`config.mk`:
```
export PLATFORM = sky130hd
export DESIGN_NAME = packet_cmd
export DESIGN_NICKNAME = d
export VERILOG_FILES = /design/src/rtl/packet_cmd.sv
export SDC_FILE = /design/constraint.sdc
export NUM_CORES = 1
export LEC_CHECK = 0
export CAP_MARGIN = 15
export CORE_MARGIN = 2
export CORE_UTILIZATION = 44
export CTS_CLUSTER_SIZE = 14
export DETAILED_ROUTE_END_ITERATION = 6
export PLACE_DENSITY = 0.7
export SETUP_SLACK_MARGIN = 0.1
export SYNTH_ARGS = -nofsm -noshare
export SYNTH_HDL_FRONTEND = slang
export SYNTH_SLANG_ARGS = --single-unit
```
`constraint.sdc`:
```
create_clock -name clk_cpu -period 2.81 [get_ports clk_cpu]
set_input_delay 0.4215 -clock clk_cpu [delete_from_list [all_inputs] [get_ports clk_cpu]]
set_output_delay 0.4215 -clock clk_cpu [all_outputs]
set_load 0.01 [all_outputs]
```
`src/rtl/packet_cmd.sv`:
```
// Packet command engine: reads a "GF" packet out of the receiver's packet RAM
// and replays its 3-byte commands as register-bus writes, then handshakes.
module packet_cmd (
    input  logic        clk_cpu,
    input  logic        clk_cpu_reset,
    input  logic        eth_rx_ready,
    output logic        eth_rx_read,
    output logic [5:0]  ram_addr,
    input  logic [7:0]  ram_rdata,
    output logic [7:0]  reg_addr,
    output logic [15:0] reg_wdata,
    output logic        reg_we,
    output logic [15:0] pkt_count,
    output logic [7:0]  err_count
);

    typedef enum logic [1:0] {IDLE, HDR, CMD, ACK} state_t;

    state_t      state_q;
    logic [1:0]  sync_q;
    logic        ready_s;
    logic        rx_read_q;
    logic [5:0]  addr_q;
    logic [5:0]  lim_q;
    logic [1:0]  ph_q;
    logic [4:0]  left_q;
    logic [7:0]  b0_q;
    logic [7:0]  b1_q;
    logic [7:0]  reg_addr_q;
    logic [15:0] reg_wdata_q;
    logic        reg_we_q;
    logic [15:0] pkt_q;
    logic [7:0]  err_q;

    logic        hdr_bad_d;
    logic [5:0]  lim_d;
    logic [5:0]  addr_inc_d;
    logic [7:0]  err_d;

    assign ready_s = sync_q[1];

    always_comb begin
        hdr_bad_d  = (b0_q != 8'h47) || (b1_q != 8'h46) || (ram_rdata > 8'd20);
        // One address past the last command byte: the single allowed prefetch.
        lim_d      = ram_rdata[5:0] * 6'd3 + 6'd3;
        addr_inc_d = (addr_q != lim_q) ? addr_q + 6'd1 : addr_q;
        err_d      = (err_q == 8'hFF) ? err_q : err_q + 8'd1;
    end

    always_ff @(posedge clk_cpu) begin
        if (clk_cpu_reset) begin
            state_q     <= IDLE;
            sync_q      <= '0;
            rx_read_q   <= 1'b0;
            addr_q      <= '0;
            lim_q       <= '0;
            ph_q        <= '0;
            left_q      <= '0;
            b0_q        <= '0;
            b1_q        <= '0;
            reg_addr_q  <= '0;
            reg_wdata_q <= '0;
            reg_we_q    <= 1'b0;
            pkt_q       <= '0;
            err_q       <= '0;
        end else begin
            sync_q   <= {sync_q[0], eth_rx_ready};
            reg_we_q <= 1'b0;
            case (state_q)
                IDLE: begin
                    // Address 0 is already on the bus here, so byte 0 arrives in HDR's first cycle.
                    addr_q <= '0;
                    ph_q   <= '0;
                    if (ready_s) begin
                        state_q <= HDR;
                        addr_q  <= 6'd1;
                    end
                end
                HDR: begin
                    addr_q <= addr_q + 6'd1;
                    ph_q   <= ph_q + 2'd1;
                    case (ph_q)
                        2'd0:    b0_q <= ram_rdata;
                        2'd1:    b1_q <= ram_rdata;
                        default: begin
                            if (hdr_bad_d) begin
                                err_q     <= err_d;
                                state_q   <= ACK;
                                rx_read_q <= 1'b1;
                                addr_q    <= '0;
                            end else if (ram_rdata == 8'd0) begin
                                pkt_q     <= pkt_q + 16'd1;
                                state_q   <= ACK;
                                rx_read_q <= 1'b1;
                                addr_q    <= '0;
                            end else begin
                                state_q <= CMD;
                                left_q  <= ram_rdata[4:0];
                                lim_q   <= lim_d;
                                ph_q    <= '0;
                            end
                        end
                    endcase
                end
                CMD: begin
                    if (ph_q == 2'd3) begin
                        // Last write has just been presented; stay in CMD for it, then acknowledge.
                        state_q   <= ACK;
                        pkt_q     <= pkt_q + 16'd1;
                        rx_read_q <= 1'b1;
                        addr_q    <= '0;
                    end else begin
                        addr_q <= addr_inc_d;
                        case (ph_q)
                            2'd0: begin
                                b0_q <= ram_rdata;
                                ph_q <= 2'd1;
                            end
                            2'd1: begin
                                b1_q <= ram_rdata;
                                ph_q <= 2'd2;
                            end
                            default: begin
                                reg_we_q    <= 1'b1;
                                reg_addr_q  <= b0_q;
                                reg_wdata_q <= {b1_q, ram_rdata};
                                left_q      <= left_q - 5'd1;
                                ph_q        <= (left_q == 5'd1) ? 2'd3 : 2'd0;
                            end
                        endcase
                    end
                end
                ACK: begin
                    addr_q <= '0;
                    if (!ready_s) begin
                        rx_read_q <= 1'b0;
                        state_q   <= IDLE;
                    end
                end
                default: state_q <= IDLE;
            endcase
        end
    end

    assign eth_rx_read = rx_read_q;
    assign ram_addr    = addr_q;
    assign reg_addr    = reg_addr_q;
    assign reg_wdata   = reg_wdata_q;
    assign reg_we      = reg_we_q;
    assign pkt_count   = pkt_q;
    assign err_count   = err_q;

endmodule

```
======== Yosys cells after proc, flatten, opt, wreduce, memory -nomap -nowiden ========
Cells that the tools add are included.
W data, S select, Z words.
operators by class
  add/subtract/negate cells ............... 6
  multiply operators ...................... 1
  order comparisons ....................... 1
  eq/ne operators ......................... 21
  muxes and demuxes ....................... 45
  bitwise gates (word level) .............. 6
  reduce and logical (&&, ||, !) cells .... 19
operators with widths
  operator                 count
  $mux W16                 4
  $mux W8                  4
  $pmux W16 S2             1
  $pmux W8 S2              2
  $mux W6                  5
  $mux W5                  5
  $pmux W6 S4              1
  $mux W2                  9
  $ne A2 B2 Y1 const B     9
  $add A16 B1 Y16 const B  1
  $ne A8 B7 Y1 const B     2
  $reduce_and A4 Y1        3
  $pmux W5 S2              1
  $reduce_and A5 Y1        2
  $mux W1                  9
  $add A8 B1 Y8 const B    1
  $eq A8 B8 Y1 const B     1
  $gt A8 B5 Y1 const B     1
  $logic_not A8 Y1         1
  $pmux W2 S4              1
  $add A6 B1 Y6 const B    1
  $add A6 B2 Y6 const B    1
  $eq A2 B2 Y1 const B     3
  $mul A6 B2 Y6 const B    1
  19 further kinds         30
storage, ports and cells
  register bits ........................... 89
  bits of input ports ..................... 11
  output and inout bits ................... 56
  word-level logic and storage cells ...... 113

======== Logic depth before layout (Yosys ltp) ========
Gate-level depths: netlist (run 1).
  word-level depth ........................ 6
  depth in mapped cells ................... 10

======== Worst setup path before layout (run 1) ========
OpenSTA, ideal clock, no wires.
  path kind ............................... input to register
  start ................................... in ram_rdata[5]
  end ..................................... reg pkt_q[8], in the netlist pkt_count[8]
  setup time .............................. 70 ps
  data arrival time ....................... 2129 ps
  required time ........................... 2740 ps
  path slack .............................. 611 ps
  stages .................................. 9
  buffers on the path ..................... 1
  cells stage by stage .................... inv_1 ha_1 nor2b_1 o21ai_0 nor3b_4 a41oi_2 buf_2 or3_1 a21oi_1
on the way
  word-level cells in the longest chain between the ends .. 4
  elaborated cells on any way between the ends .. 6
  those cells by class .................... order compare (1); eq/ne (2); reduce/logical (3)
RTL lines
  what                                    line  text
  from (decl)                             9     input logic [7:0] ram_rdata,
  $gt A8 B5 Y1                            43    hdr_bad_d = (b0_q != 8'h47) || (b1_q != 8'h46) || (ram_rdata > 8'd20);
  $logic_or A1 B1 Y1                      43
  $ne A2 B2 Y1 (no source line)           -
  $reduce_and A5 Y1 (no source line) (*)  -
  to (signal assigned)                    92    pkt_q <= pkt_q + 16'd1;
  to (signal assigned)                    109   pkt_q <= pkt_q + 16'd1;
  to (decl)                               32    logic [15:0] pkt_q;
Every way passes the cells marked *; elsewhere a longest branch is shown, timed or not.
A chain may end at the register's enable or synchronous reset.

======== Final worst setup path (run 1) ========
  start ................................... in ram_rdata[5]
  end ..................................... reg pkt_q[13], in the netlist pkt_count[13]
Same word-level chain as after synthesis.

==> impl_metrics.csv, run 1 <==
group,metric,value,unit
finish,n_fill_cell,908,
cts,cts_setup_buffers,0,
synthesis,ys.flop_type,"dfxtp_1",
timing,max-slew-margin-rel,0.460,
route,wl_per_cell,14.0,um
timing,finalHoldViolations,0,
cts,root_buffer,"clkbuf_8",
finish,final_cell_mix,"dfxtp_1 (89), nand2_1 (71), clkdlybuf4s50_1 (65)",
timing,finalClockSkew,0.0149,ns
route,drt_iter0_drc,158,
route,dr.pass1.iters,4,
power,p_per_area,530,mW/mm^2
synthesis,ys_types,48,
placed_design,port_buffers,66,
timing,period_minus_slack,2.54,ns
synthesis,synth_top_area_share,0.405,
power,finalPower,2.98,mW
synthesis,synth_edf_count,0,
placed_design,hpwlAfterDp,7530,um
timing,finalMaxSlewViolations,0,
finish,multiInputGateArea,0.00247,mm^2
global_route,antenna_found_initial,0,
timing,fmax,0.394,GHz
cts,cts_resized,0,
global_route,grt_pass1_vias,3730,
synthesis,syn-mean-instance-area,8.40,um^2
cts,clk_pin_slew,0.09,ns
setup_path,cp.required,3.09,ns
global_route,grt_pass1_wl,17600,um
route,drt-total-wl,10400,um
synthesis,seq_area_frac_synth,0.405,
finish,stdcell_area,0.00562,mm^2
synthesis,yosys.area.top_type,"dfxtp_1",
setup_path,endpoint_kind,"flip-flop",
power,p_leak,2.16,nW
timing,finalCritPeriodShare,0.903,
cts,cts_tree,"done",
floorplanning,die_area,0.0108,mm^2
finish,instances_no_fill,744,
worst_hold_path,min_path_type,"reg -> reg",
synthesis,synth_seq_cells,89,
synthesis,syn_nets,563,
cts,cts.sinks,89,
setup_path,start_kind,"primary input",
setup_path,critical_path_arrival,2.82,ns
route,avgViaCountPerCell,5.21,
finish,fin_nets,646,
placed_design,dp.cells,728,
setup_path,critical_path_class,"in -> reg",
synthesis,synth-warning-count,0,
timing,final-setup-viol-count,0,
timing,worst_slew_pin_slew,0.808,ns
status,status,"finished, final reports clean",
cts,ctsLongestPathBuffers,2,
timing,hold_slack,0.444,ns
route,final_antenna_net_count,0,
synthesis,synth.cell_area,0.00440,mm^2
setup_path,critPathMaxFanout,11,
route,drc_errors,0,
placed_design,routabilityCongestion,0.860,
cts,clk_latency,0.37,ns
cts,cts-htree-levels,3,
floorplanning,die_w,104,um
synthesis,async_flop_share,0,
synthesis,synthTopCellsByArea,"dfxtp_1 (41%), ha_1 (8.3%), a21oi_1 (6.8%), nand2_1 (6.1%), nor2_1 (5.4%)",
finish,mostFrequentLayoutCell,"dfxtp_1",
power,peakVddDrop,0.000255,V
job,maxCapViolCount,0,
global_route,grt_usage,0.196,
global_route,grt_overflow,0,
finish,syn_to_final_growth,27.9,%
finish,postLayoutCoreUtil,0.578,
finish,num_antenna_cells,0,
floorplanning,rows,36,
cts,hold_buffers,0,
placed_design,dpl_cell_area,0.00536,mm^2
timing,rsz0062_at_grt,"yes",
global_route,grt_max_degree,52,
cts,numCtsBuffers,9,
floorplanning,die_y,104,um
floorplanning,initial_core_util,0.452,
floorplanning,core,0.00973,mm^2
finish,regArea,0.00178,mm^2
finish,drive_gt1_frac,0.0966,
synthesis,synth_cells,523,
setup_path,r2r_slack,0.33,ns
route,vias,3875,
floorplanning,pin_count,67,
sequential cells by signal, indices dropped and copies added (netlist names):
register,flops
b0_q,8
b1_q,8
err_count,8
eth_rx_read,1
left_q,5
lim_q,6
ph_q,2
pkt_count,16
ram_addr,6
reg_addr,8
reg_wdata,16
reg_we,1
state_q,2
sync_q,2
power by group:
part           total, mW  leakage, nW  internal, mW  switching, mW
clock               1.03        0.116         0.523          0.510
combinational      0.584         1.33         0.246          0.337
sequential          1.36        0.718          1.31         0.0492
metal layers:
metal	vias up	GRT usage	part of all wire
met3	12	0.0332	0.041
met5	-	0	0
met1	1819	0.275	0.48
met4	0	0.0618	0.012
met2	75	0.309	0.46
li1	1969	-	-
stage by stage:
stage / setup WS, ns / setup TNS [ns]
6_report: 0.274 / 0
2_1_floorplan: 0.611 / 0
4_1_cts: 0.205 / 0
3_5_place_dp: -0.173 / -1.15
3_3_place_gp: -0.112 / -0.740
5_1_grt: 0.0870 / 0
final cells by class:
type / instances / area share
flip-flops and latches: 89 / 0.317
multi-input cells: 389 / 0.439
inverters: 21 / 0.0140
repair buffers: 96 / 0.159
clock buffers: 9 / 0.0220
clock inverters: 7 / 0.0196
well taps: 133 / 0.0296
critical path: stages:
cell             delay (ns)
clkdlybuf4s50_1        0.48
inv_1                  0.06
ha_1                   0.18
nor2b_1                0.12
o21ai_0                0.24
nor4b_4                0.36
a41oi_4                0.24
or4_1                  0.56
a21oi_1                0.16
synth_stat cells (all sizes together) (5+ instances only):
cell type / number
or4: 7
o21ai: 18
a21oi: 60
nor2: 63
inv: 21
nor4b: 5
mux2i: 19
nand3: 14
nand2: 71
nand4: 7
ha: 29
dfxtp: 89
buf: 6
xor2: 11
nor2b: 6
nor4: 5
nor3: 6
o31ai: 8
or3: 7
clkbuf: 18
xnor2: 14
path summary, 6_finish.rpt:
kind	to	startpoint	cells after the start
max	pkt_count[13]	ram_rdata[5]	9
max reg2reg	pkt_count[13]	state_q[0]	8
min reg2reg	sync_q[1]	sync_q[0]	1
min	sync_q[1]	sync_q[0]	1
kinds of logic after synthesis:
kind of cell	Yosys count	synth area share
xor gates and xnor gates	25	0.0498
buffers and inverters	45	0.0393
muxes	19	0.0433
and+or+nand+nor	215	0.247
adders and majority gates	29	0.0826
AOI/OAI and AO/OA	101	0.133
DFF	89	0.405
(Power assumes the default switching activity.)
==> inputs of run 2 (changes only) <==
CAP_MARGIN = default   (was 15)
==> results of run 2 <==
Same layout as run 1: the final DEF is identical, and so are final timing and power.
==> inputs of run 3 (changes only) <==
GPL_ROUTABILITY_DRIVEN = 1   (was default)
==> results of run 3 <==
Same layout as run 1: the final DEF is identical, and so are final timing and power.
